--- config.mk ---
export PLATFORM = sky130hd
export DESIGN_NAME = decoder_scan_seq_flat
export DESIGN_NICKNAME = d
export VERILOG_FILES = /design/src/rtl/decoder_scan_seq_if.sv /design/src/rtl/decoder_scan_seq.sv /design/src/flat_wrapper.sv
export SDC_FILE = /design/constraint.sdc
export NUM_CORES = 1
export LEC_CHECK = 0
export BUFFER_PORTS_ARGS = -buffer_cell sky130_fd_sc_hd__buf_2
export CORE_UTILIZATION = 35
export CTS_BUF_LIST = sky130_fd_sc_hd__clkbuf_4
export DETAILED_ROUTE_END_ITERATION = 10
export PLACE_DENSITY = 0.54
export SLEW_MARGIN = 20
export SYNTH_ARGS = -nofsm -noshare
export SYNTH_HDL_FRONTEND = slang
export SYNTH_SLANG_ARGS = --single-unit
--- constraint.sdc ---
create_clock -name clk -period 3.3 [get_ports clk]
set_clock_uncertainty 0.15 [all_clocks]
set_input_delay 0.33 -clock clk [delete_from_list [all_inputs] [get_ports clk]]
set_output_delay 0.33 -clock clk [all_outputs]
set_load 0.01 [all_outputs]
--- src/rtl/decoder_scan_seq_if.sv ---
// Control and observation bundle between the decoder scan sequencer and its controller.
// master drives start/stop/loop and observes the code; slave is the sequencer itself.
interface decoder_scan_seq_if;
    logic       start;
    logic       stop;
    logic       loop;
    logic       sel1;
    logic       sel2;
    logic       busy;
    logic       strobe;
    logic       done;
    logic [7:0] sweeps;

    modport master (
        output start, stop, loop,
        input  sel1, sel2, busy, strobe, done, sweeps
    );

    modport slave (
        input  start, stop, loop,
        output sel1, sel2, busy, strobe, done, sweeps
    );
endinterface

--- src/rtl/decoder_scan_seq.sv ---
// Sweeps the 2-to-4 decoder selects through all codes, DWELL cycles each; SCAN_GRAY_EN selects Gray order.
// Latency 1 cycle start->first code and stop->IDLE; no backpressure, start ignored while busy.
module decoder_scan_seq #(
    parameter int DWELL   = 10,
    parameter int DWELL_W = 8
) (
    input  logic              clk,
    input  logic              rst,
    decoder_scan_seq_if.slave bus
);

    localparam logic [0:0]         S_IDLE     = 1'b0;
    localparam logic [0:0]         S_SCAN     = 1'b1;
    localparam logic [DWELL_W-1:0] DWELL_LAST = DWELL_W'(DWELL - 1);
    localparam logic [1:0]         STEP_LAST  = 2'd3;

    logic [0:0]         state_q,  state_d;
    logic [1:0]         step_q,   step_d;
    logic [1:0]         sel_q,    sel_d;
    logic [DWELL_W-1:0] dwell_q,  dwell_d;
    logic               strobe_q, strobe_d;
    logic               done_q,   done_d;
    logic [7:0]         sweeps_q, sweeps_d;

    // step is the position in the sweep; sel is the code actually presented
    function automatic logic [1:0] code_map(input logic [1:0] s);
`ifdef SCAN_GRAY_EN
        return {s[1], s[1] ^ s[0]};
`else
        return s;
`endif
    endfunction

    always_comb begin
        state_d  = state_q;
        step_d   = step_q;
        dwell_d  = dwell_q;
        sweeps_d = sweeps_q;
        strobe_d = 1'b0;
        done_d   = 1'b0;

        case (state_q)
            S_IDLE: begin
                if (bus.start && !bus.stop) begin
                    state_d  = S_SCAN;
                    step_d   = 2'd0;
                    dwell_d  = '0;
                    sweeps_d = 8'd0;
                    strobe_d = 1'b1;
                end
            end
            S_SCAN: begin
                if (bus.stop) begin
                    state_d = S_IDLE;
                    step_d  = 2'd0;
                    dwell_d = '0;
                end else if (dwell_q == DWELL_LAST) begin
                    dwell_d = '0;
                    if (step_q == STEP_LAST) begin
                        sweeps_d = (sweeps_q == 8'hFF) ? sweeps_q : sweeps_q + 8'd1;
                        step_d   = 2'd0;
                        if (bus.loop) begin
                            strobe_d = 1'b1;
                        end else begin
                            state_d = S_IDLE;
                            done_d  = 1'b1;
                        end
                    end else begin
                        step_d   = step_q + 2'd1;
                        strobe_d = 1'b1;
                    end
                end else begin
                    dwell_d = dwell_q + 1'b1;
                end
            end
            default: begin
                state_d = S_IDLE;
                step_d  = 2'd0;
                dwell_d = '0;
            end
        endcase

        sel_d = code_map(step_d);
    end

    always_ff @(posedge clk) begin
        if (rst) begin
            state_q  <= S_IDLE;
            step_q   <= 2'd0;
            sel_q    <= 2'd0;
            dwell_q  <= '0;
            strobe_q <= 1'b0;
            done_q   <= 1'b0;
            sweeps_q <= 8'd0;
        end else begin
            state_q  <= state_d;
            step_q   <= step_d;
            sel_q    <= sel_d;
            dwell_q  <= dwell_d;
            strobe_q <= strobe_d;
            done_q   <= done_d;
            sweeps_q <= sweeps_d;
        end
    end

    assign bus.sel1   = sel_q[0];
    assign bus.sel2   = sel_q[1];
    assign bus.busy   = (state_q == S_SCAN);
    assign bus.strobe = strobe_q;
    assign bus.done   = done_q;
    assign bus.sweeps = sweeps_q;

endmodule

--- src/flat_wrapper.sv ---
// flat-port wrapper written by rule: the top's interface ports become plain ports
module decoder_scan_seq_flat 
#(
    parameter int DWELL   = 10,
    parameter int DWELL_W = 8
)
  (clk, rst, bus_start, bus_stop, bus_loop, bus_sel1, bus_sel2, bus_busy, bus_strobe, bus_done, bus_sweeps);
  decoder_scan_seq_if bus_i ();
  input  logic clk;
  input  logic rst;
  input wire logic [$bits(bus_i.start)-1:0] bus_start;
  input wire logic [$bits(bus_i.stop)-1:0] bus_stop;
  input wire logic [$bits(bus_i.loop)-1:0] bus_loop;
  output wire logic [$bits(bus_i.sel1)-1:0] bus_sel1;
  output wire logic [$bits(bus_i.sel2)-1:0] bus_sel2;
  output wire logic [$bits(bus_i.busy)-1:0] bus_busy;
  output wire logic [$bits(bus_i.strobe)-1:0] bus_strobe;
  output wire logic [$bits(bus_i.done)-1:0] bus_done;
  output wire logic [$bits(bus_i.sweeps)-1:0] bus_sweeps;
  assign bus_i.start = bus_start;
  assign bus_i.stop = bus_stop;
  assign bus_i.loop = bus_loop;
  assign bus_sel1 = bus_i.sel1;
  assign bus_sel2 = bus_i.sel2;
  assign bus_busy = bus_i.busy;
  assign bus_strobe = bus_i.strobe;
  assign bus_done = bus_i.done;
  assign bus_sweeps = bus_i.sweeps;
  decoder_scan_seq #(.DWELL(DWELL), .DWELL_W(DWELL_W)) u_core (.clk(clk), .rst(rst), .bus(bus_i));
endmodule
Word level (Yosys, flattened, before mapping)
Cells that the tools add are included.

storage, ports and cells
  word-level logic and storage cells = 50
  bits in registers = 21
  output and inout bits = 13

cells by class
  bitwise logic cells = 3
  equal/unequal tests = 9
  reduce and logical (&&, ||, !) cells = 5
  add/sub/neg operators = 3
  muxes and demuxes = 24

operators with widths
  cell                                                              count
  8-bit two-way mux                                                 7
  8-bit one-hot mux with 2 select lines                             2
  8-bit by 1-bit adder with 8-bit output (second input constant)    2
  8-bit by 4-bit == test with 1-bit output (second input constant)  1
  8-bit == test (second input constant)                             1
  1-bit two-way mux                                                 8
  2-bit two-way mux                                                 4
  2-bit != test (second input constant)                             4
  5-bit AND reduction                                               1
  5-bit OR reduction                                                1
  1-bit one-hot mux with 2 select lines                             2
  2-bit one-hot mux with 2 select lines                             1
  3-bit != test (second input constant)                             1
  1-bit NOT                                                         3
  2-bit by 1-bit adder with 2-bit output (second input constant)    1
  2-bit == test (second input constant)                             1
  2-bit by 1-bit != test with 1-bit output (second input constant)  1
  2-bit AND reduction                                               1
  1-bit logical AND                                                 1
  1-bit logical NOT                                                 1

Depth between registers and ports, before layout
Gate-level depths: netlist of the first run.

  depth after elaboration = 6
  mapped depth = 7
  depth with buffers taken out = 6

Least setup slack after synthesis of the first run
No wires, ideal clock.

  path kind = reg2reg
  start = register u_core.dwell_q[0]
  end = register u_core.sweeps_q[7], in the netlist u_core.bus.sweeps[7]
  arrival = 2047 ps
  clock period less this slack = 2320 ps
  library setup time = 123 ps
  cell stages (with the launch flop) = 6
  path buffers = 0
  setup slack = 980 ps
  cells stage by stage = dfxtp_1 -> ha_1 -> or4b_1 -> or3_1 -> or4_1 -> mux2_1

on the way
  cells in the longest elaborated chain, start to end = 3

ends and longest elaborated chain
  element                                   RTL line                 text
  from (decl)                               decoder_scan_seq.sv:20   logic [DWELL_W-1:0] dwell_q, dwell_d;
  from (signal assigned)                    decoder_scan_seq.sv:99   dwell_q <= dwell_d;
  8-bit by 4-bit == test with 1-bit output  decoder_scan_seq.sv:57   end else if (dwell_q == DWELL_LAST) begin
  2-bit != test (no source line)            --
  5-bit AND reduction (no source line)      --
  to (signal assigned)                      decoder_scan_seq.sv:102  sweeps_q <= sweeps_d;
  to (decl)                                 decoder_scan_seq.sv:23   logic [7:0] sweeps_q, sweeps_d;

No other way between the ends.
A chain may end at the register's enable or synchronous reset.

Worst setup path after layout of the first run
Ends and elaborated chain as after synthesis.

==> metrics.yaml, run 1 <==
status:
  status: "finished, final reports clean"
clock_tree:
  ctsHoldBuffers: 0
  cts_resized: 0
  cts_buffers: 3
  cts_buffer_depth: 2
  clkTransAtPathRegs_ps: 120
  root_buffer: "clkbuf_4"
  cts_tree: "built"
  clk_latency_ps: 310
  cts_num_sinks: 21
  cts_setup_buffers: 0
  htreeDepth: 1
critical_path:
  worstSetupStartpointType: "flop"
  end_kind: "flop"
  path_class: "reg -> reg"
  worst-path-max-fanout: 4
  cp.arrival_ps: 2470
  reg2regPathDepth: 5
  regToRegSetupSlack_ps: 890
  cp.required_ps: 3360
  worst_r2r_startpoint: "u_core.dwell_q[0]$_SDFFE_PP0P_"
  r2r_end: "u_core.bus.sweeps[7]$_SDFFE_PP0P_"
place:
  dp_hpwl_um: 1990
  place_inst: 193
  place_congestion: 0.853
  port-buffer-count: 17
route:
  drt_iter0_markers: 71
  final_antenna_net_count: 0
  vias: 1125
  drt-pass1-iter-count: 5
  wl_per_cell_um: 14.0
  routed_via_density: 5.71
  totalWireLength_um: 2760
  drc_errors: 0
yosys:
  seq_area_frac_synth_pct: 36.3
  yosys_warnings: 0
  syn_area_um2: 1160
  synth_ff_type: "dfxtp_1"
  yosysTopAreaCell: "dfxtp_1"
  yosys.area.top_type_share_pct: 36.3
  ys_types: 41
  synth-simple-area-share_pct: 26.2
  syn_nets: 146
  synth_xor_area_share_pct: 0
  synth-seq-cells: 21
  synth.most_common_cell: "dfxtp_1"
  synth_edf_count: 0
  synthMuxAreaShare_pct: 2.81
  netlist_instances: 137
  synthAdderAreaFrac_pct: 4.32
  synthTopCellsByCount: "dfxtp_1 (21), a21oi_1 (13), nand2_1 (9)"
  synth.avg_cell_area_um2: 8.45
  synth-compound-area-share_pct: 27.0
  async_flop_share_pct: 0
  synth_area_leaders: "dfxtp_1 (36%), a21oi_1 (5.6%), ha_1 (4.3%)"
  synth_top_family_by_area: "compound AO/OA/AOI/OAI gates"
grt:
  antenna_found_initial: 0
  grt_max_degree: 22
  grt_pass1_wl_um: 4580
  grt.total_usage_pct: 17.1
  grt-ovfl-total: 0
  grt_pass1_vias: 1013
finish:
  final_nets: 163
  multiInputGateArea_um2: 698
  fillers: 345
  stdcell_count: 197
  diodes: 0
  register_area_um2: 420
  drive_gt1_share_pct: 16.3
  syn_to_final_growth_pct: 13.0
floorplan:
  die_h_um: 59.5
  ios: 18
  fp.dieArea_um2: 3540
  num_rows: 20
  core_um2: 3100
  start_util_pct: 37.3
  die_w_um: 59.5
sta:
  setup_viol: 0
  tightest_slew_ps: 819
  slew_headroom_pct: 45.4
  post-route-min-period_ps: 2410
  drv_slew: 0
  timing.hold.ws_ps: 79.0
  fmax_mhz: 415
  fin_crit_sh_pct: 73.0
  hold_viol: 0
  fin_tns_setup_ps: 0
  rsz0062_at_grt: "false"
job:
  max-cap-violations: 0
hold_path:
  hold_class: "in -> reg"
  holdPathEnd: "u_core.bus.strobe$_SDFF_PP0_"
  whs_path_depth: 2
  min_from: "bus_stop"
power:
  leakage_uw: 0.000483
  vdd_drop_max_mv: 0.198
  powerDensity_nw_per_um2: 323
==> metal layers <==
| layer | share of wire [%] | global-route usage, % | up-vias |
|---|---|---|---|
| met4 | 0.91 | 5.98 | 0 |
| met2 | 48 | 28.1 | 26 |
| met1 | 47 | 21.5 | 531 |
| met3 | 3.7 | 4.59 | 2 |
| met5 | 0 | 0 | - |
| li1 | - | - | 566 |
==> worst max path at each step <==
stage / from / to / slack (ps) / depth (start not counted)
floorplan: u_core.dwell_q[0]$_SDFFE_PP0P_ / u_core.bus.sweeps[7]$_SDFFE_PP0P_ / 980 / 5
global placement: u_core.dwell_q[0]$_SDFFE_PP0P_ / u_core.bus.sweeps[7]$_SDFFE_PP0P_ / 940 / 5
detailed placement: u_core.dwell_q[0]$_SDFFE_PP0P_ / u_core.bus.sweeps[7]$_SDFFE_PP0P_ / 890 / 5
CTS: u_core.dwell_q[0]$_SDFFE_PP0P_ / u_core.bus.sweeps[7]$_SDFFE_PP0P_ / 870 / 5
global route: u_core.dwell_q[0]$_SDFFE_PP0P_ / u_core.bus.sweeps[7]$_SDFFE_PP0P_ / 770 / 5
finish: u_core.dwell_q[0]$_SDFFE_PP0P_ / u_core.bus.sweeps[7]$_SDFFE_PP0P_ / 890 / 5
==> report_power, final <==
| group | internal, uW | switching [uW] | total, uW |
|---|---|---|---|
| Combinational | 10.2 | 19.6 | 29.8 |
| Sequential | 255 | 2.50 | 257 |
| Clock | 55.4 | 80.0 | 135 |
| Total | 320 | 102 | 423 |
==> critical path, stage by stage, from the launching register on <==
cell and delay [ps]:
dfxtp_1 400, ha_1 170, or4b_1 450, or3_1 410
or4_1 420, mux2_1 330
==> area by class of cell <==
cell class / count / area share [%]
repair buffers: 17 / 6.51
clock buffers: 4 / 2.30
inverters: 5 / 1.44
flip-flops and latches: 21 / 32.2
multi-input cells: 106 / 53.4
well taps: 44 / 4.21
==> per-stage QoR <==
stage	cell area, um2	util [%]	setup slack, ps	total power [uW]
after floorplan	1160	-	980	283
after global placement	1280	41.2	935	293
after detailed placement	1280	41.2	889	293
after CTS	1310	42.1	873	430
after global routing	1310	42.1	772	443
final	1310	42.1	891	423
==> layout by cell type (no fill, tap or decap), drive strengths merged, types with 2 or more instances in the layout <==
master   netlist  layout
inv            5       5
a41oi          3       3
nor4           2       2
nor4b          2       2
and3           4       4
o21a           2       2
dfxtp         21      21
ha             4       4
a21oi         13      13
clkbuf         5       4
or3b           2       2
nor3           8       8
a311oi         3       3
a31oi          2       2
nor3b          2       2
a2bb2oi        3       3
o311a          4       4
nand4          2       2
or4            3       3
or3            2       2
mux2           2       2
nor2           8       8
nand2b         2       2
nand2          9       9
nand3          4       4
o21ai          8       8
buf            0      17
==> logic make-up after synthesis <==
logic type,Yosys count
fa+ha+maj,4
compound gates,45
mux,3
buf+inv,10
simple gates,54
flops,21
==> flip-flops by register name, summed over array words and instances, names as in the netlist <==
name	cells
u_core.bus.sweeps	8
u_core.dwell_q	8
u_core.step_q	2
u_core.bus.busy	1
u_core.bus.done	1
u_core.bus.strobe	1
(Power assumes the default switching activity.)
==> inputs of run 2 (changes only) <==
Settings changed: ABC_AREA from default to 1, PLACE_DENSITY 0.54 to 0.53.
Clock period 3.3 ns to 2.5 ns, I/O delays scaled along.
==> metrics.yaml, run 2 <==
yosys:
  synthMuxAreaShare_pct: 0  # -2.8 points
  seq_area_frac_synth_pct: 33.4  # -2.9 points
  synth-seq-cells: 21  # unchanged
  syn_nets: 191  # +31%
  synth.avg_cell_area_um2: 6.91  # -18%
  ys_types: 26  # -37%
  yosysTopAreaCell: "dfxtp_1"
  syn_area_um2: 1260  # +8.6%
  synth-compound-area-share_pct: 13.4  # -14 points
  synth-simple-area-share_pct: 40.1  # +14 points
  synth_area_leaders: "dfxtp_1 (33%), nand2_1 (13%), inv_1 (7.5%)"
  yosys.area.top_type_share_pct: 33.4  # -2.9 points
  synth_top_family_by_area: "simple AND/OR/NAND/NOR gates"
  synth_xor_area_share_pct: 0  # unchanged
  synth.most_common_cell: "nand2_1"
  synthTopCellsByCount: "nand2_1 (44), inv_1 (25), nor2_1 (22)"
  synthAdderAreaFrac_pct: 3.98  # -0.34 points
  netlist_instances: 182  # +33%
  async_flop_share_pct: 0  # unchanged
  synth_edf_count: 0  # unchanged
  yosys_warnings: 0  # unchanged
  synth_ff_type: "dfxtp_1"
power:
  pwr-share-seq_pct: 60.2  # -0.7 points
  powerDensity_nw_per_um2: 396  # +22%
  switchingPower_uw: 153  # +49%
  p_clk_share_pct: 30.5  # -1.5 points
  p_comb_share_pct: 9.3  # +2.2 points
  intPower_uw: 412  # +28%
  leakage_uw: 0.000592  # +23%
  swShare_pct: 27.1  # +2.9 points
  vdd_drop_max_mv: 0.192  # -2.9%
clock_tree:
  cts_resized: 0  # unchanged
  cts_setup_buffers: 0  # unchanged
  cts_buffers: 3  # unchanged
  cts_buffer_depth: 2  # unchanged
  htreeDepth: 1  # unchanged
  cts_tree: "built"
  clkTransAtPathRegs_ps: 130  # about the same
  root_buffer: "clkbuf_4"
  cts_num_sinks: 21  # unchanged
  clk_latency_ps: 310  # about the same
place:
  dp_hpwl_um: 2140  # +7.9%
  port-buffer-count: 17  # unchanged
  place_ws_ps: 892  # +3.02 ps
  place_congestion: 0.820  # -3.9%
route:
  final_antenna_net_count: 0  # unchanged
  wl_per_cell_um: 11.2  # -20%
  drt_iter0_markers: 73  # +2.8%
  drc_errors: 0  # unchanged
  routed_via_density: 4.80  # -16%
  vias: 1195  # +6.2%
  totalWireLength_um: 2800  # +1.4%
  drt-pass1-iter-count: 5  # unchanged
grt:
  grt_max_degree: 16  # -27%
  use_met2_pct: 29.5  # +1.4 points
  grt-ovfl-total: 0  # unchanged
  grt.total_usage_pct: 16.9  # -0.17 points
  grt_pass1_wl_um: 4660  # +1.8%
  grt_pass1_vias: 1070  # +5.6%
  antenna_found_initial: 0  # unchanged
  use_met1_pct: 20.4  # -1.0 points
  grt_busiest_layer: "met2"
  grtUsageMet3_pct: 3.73  # -0.86 points
floorplan:
  start_util_pct: 37.1  # -0.20 points
  die_h_um: 61.9  # +4.1%
  ios: 18  # unchanged
  die_w_um: 61.9  # +4.1%
  fp.dieArea_um2: 3840  # +8.4%
  core_um2: 3390  # +9.2%
  num_rows: 21  # +5.0%
finish:
  layout_common_cells: "nand2_1 (44), inv_1 (25), nor2_1 (22)"
  diodes: 0  # unchanged
  drive_gt1_share_pct: 20.2  # +3.9 points
  fillers: 359  # +4.1%
  syn_to_final_growth_pct: 13.3
  final_nets: 213  # +31%
  layout.cells.most_common: "nand2_1"
  multiInputGateArea_um2: 723  # +3.6%
  register_area_um2: 420  # unchanged
hold_path:
  min_from: "bus_stop"
  hold_class: "in -> reg"
  whs_path_depth: 4  # +2
critical_path:
  end_kind: "flop"
  worst_r2r_startpoint: "u_core.bus.sweeps[0]$_SDFFE_PP0P_"
  cp.required_ps: 2560  # -800 ps
  worst-path-max-fanout: 10  # +6
  worstSetupStartpointType: "flop"
  startpoint: "u_core.bus.sweeps[0]$_SDFFE_PP0P_"
  cp.arrival_ps: 1670  # -800 ps
  path_class: "reg -> reg"
  reg2regPathDepth: 8  # +3
job:
  max-cap-violations: 0  # unchanged
sta:
  tightest_slew_ps: 342  # -477 ps
  hold_viol: 0  # unchanged
  fin_crit_sh_pct: 64.4  # -8.6 points
  rsz0062_at_grt: "false"
  fin_tns_setup_ps: 0  # unchanged
  drv_slew: 0  # unchanged
  post-route-min-period_ps: 1610  # -798 ps
  fin_ws_ps: 890  # -1.59 ps
  slew_headroom_pct: 77.2  # +32 points
  setup_viol: 0  # unchanged
  fmax_mhz: 621  # +50%
  timing.hold.ws_ps: 147  # +68.5 ps
status:
  status: "finished, final reports clean"
run 2: changes by cell type after synthesis, sizes merged, moves of 4 or more:
cell | previous run | this run
inv | 5 | 27
o311a | 4 | 0
nand3 | 4 | 12
nor2 | 8 | 26
and3 | 4 | 0
clkbuf | 5 | 0
nor3 | 8 | 1
nand4 | 2 | 8
nand2 | 9 | 50
run 2: metrics by stage:
stage               cell area, um2  std cells  total power [uW]  util (%)
finish                        1430        249               564      42.0
global route                  1430        249               592      42.0
CTS                           1430        249               574      42.0
detailed placement            1390        244               398      40.9
global placement              1390        244               398      40.9
floorplan                     1260        182               381         -
run 2: area by class of cell:
type                            count  area share (%)
Tap cell                           46            4.04
Clock buffer                        3            1.58
Inverter                           27            7.11
Clock inverter                      1           0.351
Sequential cell                    21            29.5
Timing Repair Buffer               18            6.67
Multi-Input combinational cell    133            50.7
run 2: routing by layer:
metal / vias up / share of wire (%)
li1: 637 / -
met1: 534 / 47
met2: 20 / 50
met3: 4 / 2.4
met4: 0 / 1.0
met5: - / 0
run 2: cell families after synthesis:
logic type / count (synthesis)
AO/OA/AOI/OAI: 28
buffers and inverters: 28
adder cells (fa/ha/maj): 4
flip-flops: 21
AND/OR/NAND/NOR: 101
run 2: timing repair:
action                                 4_1_cts  5_1_grt
endpoints found under the hold margin        1        0
hold buffers                                 1        0
setup endpoints to repair                    0        0
run 2: final timing paths:
check | endpoint | slack, ps
setup reg to reg | u_core.bus.sweeps[5]$_SDFFE_PP0P_ | 890
hold reg to reg | u_core.dwell_q[7]$_SDFFE_PP0P_ | 350
setup / recovery | u_core.bus.sweeps[5]$_SDFFE_PP0P_ | 890
hold / removal | u_core.bus.done$_SDFF_PP0_ | 150
run 2: critical path: stages, from the launching register on:
cell and delay (ps):
dfxtp_1 440, ha_1 200, nand2_1 100, nor2_2 150, nand2_1 110, nand3_4 150, nand2_4 90, nand2_1 90
a21oi_2 50
run 2: power by group through the flow:
stage | registers (uW) | clock network (uW) | logic, uW
2_1_floorplan | 347 | 0 | 34.0
3_3_place_gp | 347 | 0 | 51.1
3_5_place_dp | 347 | 0 | 51.2
4_1_cts | 340 | 181 | 52.6
5_1_grt | 340 | 193 | 58.5
6_report | 340 | 172 | 52.2
==> inputs of run 3 (changes only) <==
Clock period 2.5 ns to 1.7 ns, I/O delays scaled along.
==> metrics.yaml, run 3 (synthesis gave the netlist of run 2 again) <==
power:
  total_power_uw: 835  # +48%
  p_comb_share_pct: 9.6  # +0.3 points
  vdd_drop_max_mv: 0.236  # +23%
  switchingPower_uw: 209  # +37%
  powerDensity_nw_per_um2: 567  # +43%
  pwr-share-seq_pct: 59.8  # -0.4 points
  p_clk_share_pct: 30.6  # about the same
  leakage_uw: 0.000608  # +2.7%
  swShare_pct: 25.0  # -2.0 points
  intPower_uw: 626  # +52%
floorplan:
  die_w_um: 61.9  # unchanged
  num_rows: 21  # unchanged
  core_um2: 3390  # unchanged
  start_util_pct: 37.1  # unchanged
  die_h_um: 61.9  # unchanged
  fp.dieArea_um2: 3840  # unchanged
  ios: 18  # unchanged
clock_tree:
  cts_num_sinks: 21  # unchanged
  htreeDepth: 1  # unchanged
  root_buffer: "clkbuf_4"
  cts_setup_buffers: 0  # unchanged
  cts_buffers: 3  # unchanged
  cts_buffer_depth: 2  # unchanged
  clk_latency_ps: 300  # about the same
  cts_tree: "built"
  clkTransAtPathRegs_ps: 120  # about the same
finish:
  register_area_um2: 422  # +0.30%
  fillers: 349  # -2.8%
  drive_gt1_share_pct: 23.7  # +3.5 points
  syn_to_final_growth_pct: 17.2
  layout_common_cells: "nand2_1 (42), inv_1 (25), nor2_1 (22)"
  layout.cells.most_common: "nand2_1"
  fin_util_pct: 43.5  # +1.4 points
  multiInputGateArea_um2: 746  # +3.1%
  final_nets: 217  # +1.9%
  diodes: 0  # unchanged
sta:
  fin_tns_setup_ps: 0  # unchanged
  setup_viol: 0  # unchanged
  drv_slew: 0  # unchanged
  timing.hold.ws_ps: 76.0  # -71.5 ps
  tightest_slew_ps: 352  # +9.89 ps
  hold_viol: 0  # unchanged
  slew_headroom_pct: 76.5  # -0.69 points
  fin_crit_sh_pct: 91.3  # +27 points
  fmax_mhz: 645  # +3.8%
  rsz0062_at_grt: "false"
  post-route-min-period_ps: 1550  # -58.9 ps
critical_path:
  path_class: "reg -> reg"
  cp_slowest_stage_delay_ps: 340  # -100 ps
  cp.arrival_ps: 1650  # -20 ps
  worstSetupStartpointType: "flop"
  cp_cell_sequence: "inv_1 > ha_1 > nand3_2 > nor2_4 > nand3_4 > nand2_4 > nand2_1 > a21oi_2"
  end_kind: "flop"
  cp.required_ps: 1790  # -770 ps
  worst-path-max-fanout: 6  # -4
  crit_path_top_delay_cell: "dfxtp_1"
  reg2regPathDepth: 8  # unchanged
grt:
  antenna_found_initial: 0  # unchanged
  grt.total_usage_pct: 17.8  # +0.94 points
  grt-ovfl-total: 0  # unchanged
  grt_pass1_wl_um: 4950  # +6.2%
  grt_max_degree: 15  # -1
  grt_pass1_vias: 1104  # +3.2%
status:
  status: "finished, final reports clean"
route:
  vias: 1243  # +4.0%
  final_antenna_net_count: 0  # unchanged
  routed_via_density: 4.91  # +2.4%
  totalWireLength_um: 3080  # +10%
  drt_iter0_markers: 42  # -42%
  wl_per_cell_um: 12.2  # +8.4%
  drt-pass1-iter-count: 4  # -1
  drc_errors: 0  # unchanged
place:
  place_congestion: 0.829  # +1.1%
  dp_hpwl_um: 2310  # +7.5%
  port-buffer-count: 17  # unchanged
hold_path:
  whs_path_depth: 4  # unchanged
  hold_class: "in -> reg"
job:
  max-cap-violations: 0  # unchanged
==> run 3: final cells by class <==
class / count / area share (%)
clock buffers: 4 / 2.04
inverters: 27 / 6.88
multi-input cells: 134 / 50.6
flip-flops and latches: 21 / 28.6
well taps: 46 / 3.90
repair buffers: 21 / 7.98
==> run 3: worst paths after layout <==
check,startpoint,slack (ps),endpoint
worst max-delay path,u_core.dwell_q[1]$_SDFFE_PP0P_,150,u_core.bus.sweeps[6]$_SDFFE_PP0P_
worst max register to register,u_core.dwell_q[1]$_SDFFE_PP0P_,150,u_core.bus.sweeps[6]$_SDFFE_PP0P_
worst min-delay path,bus_stop,80,u_core.bus.done$_SDFF_PP0_
worst min register to register,u_core.dwell_q[7]$_SDFFE_PP0P_,360,u_core.dwell_q[7]$_SDFFE_PP0P_
==> run 3: power by group through the flow <==
stage,logic (uW),registers (uW),clock network [uW]
6_report,80.1,499,255
5_1_grt,89.1,500,292
4_1_cts,81.3,500,266
3_5_place_dp,79.5,511,0
3_3_place_gp,79.0,511,0
2_1_floorplan,50.0,511,0
==> run 3: repair_timing <==
item | in CTS | in global routing
hold buffers | 1 | 0
endpoints found under the setup margin | 0 | 6
endpoints found under the hold margin | 1 | 0
resized for setup | 0 | 5
==> run 3: metrics by stage <==
step / area (um2) / setup WS [ps] / cells
after global routing: 1470 / 12.2 / 253
after detailed placement: 1410 / 147 / 247
final: 1470 / 149 / 253
after global placement: 1410 / 153 / 247
after floorplan: 1260 / 178 / 182
after CTS: 1450 / 129 / 252
==> run 3: worst max-delay path, delay by kind of cell, from the launching register on <==
| family | cells | cell delay [ps] |
|---|---|---|
| buffers and inverters | 1 | 80 |
| AOI/OAI and AO/OA | 1 | 110 |
| adders and majority gates | 1 | 160 |
| DFF | 1 | 340 |
| and+or+nand+nor | 5 | 650 |
==> run 3: layer usage <==
metal,global-route usage [%],part of all wire (%)
met5,0,0
met4,6.98,0.65
met2,30.2,52
met3,2.07,1.8
met1,23.1,45
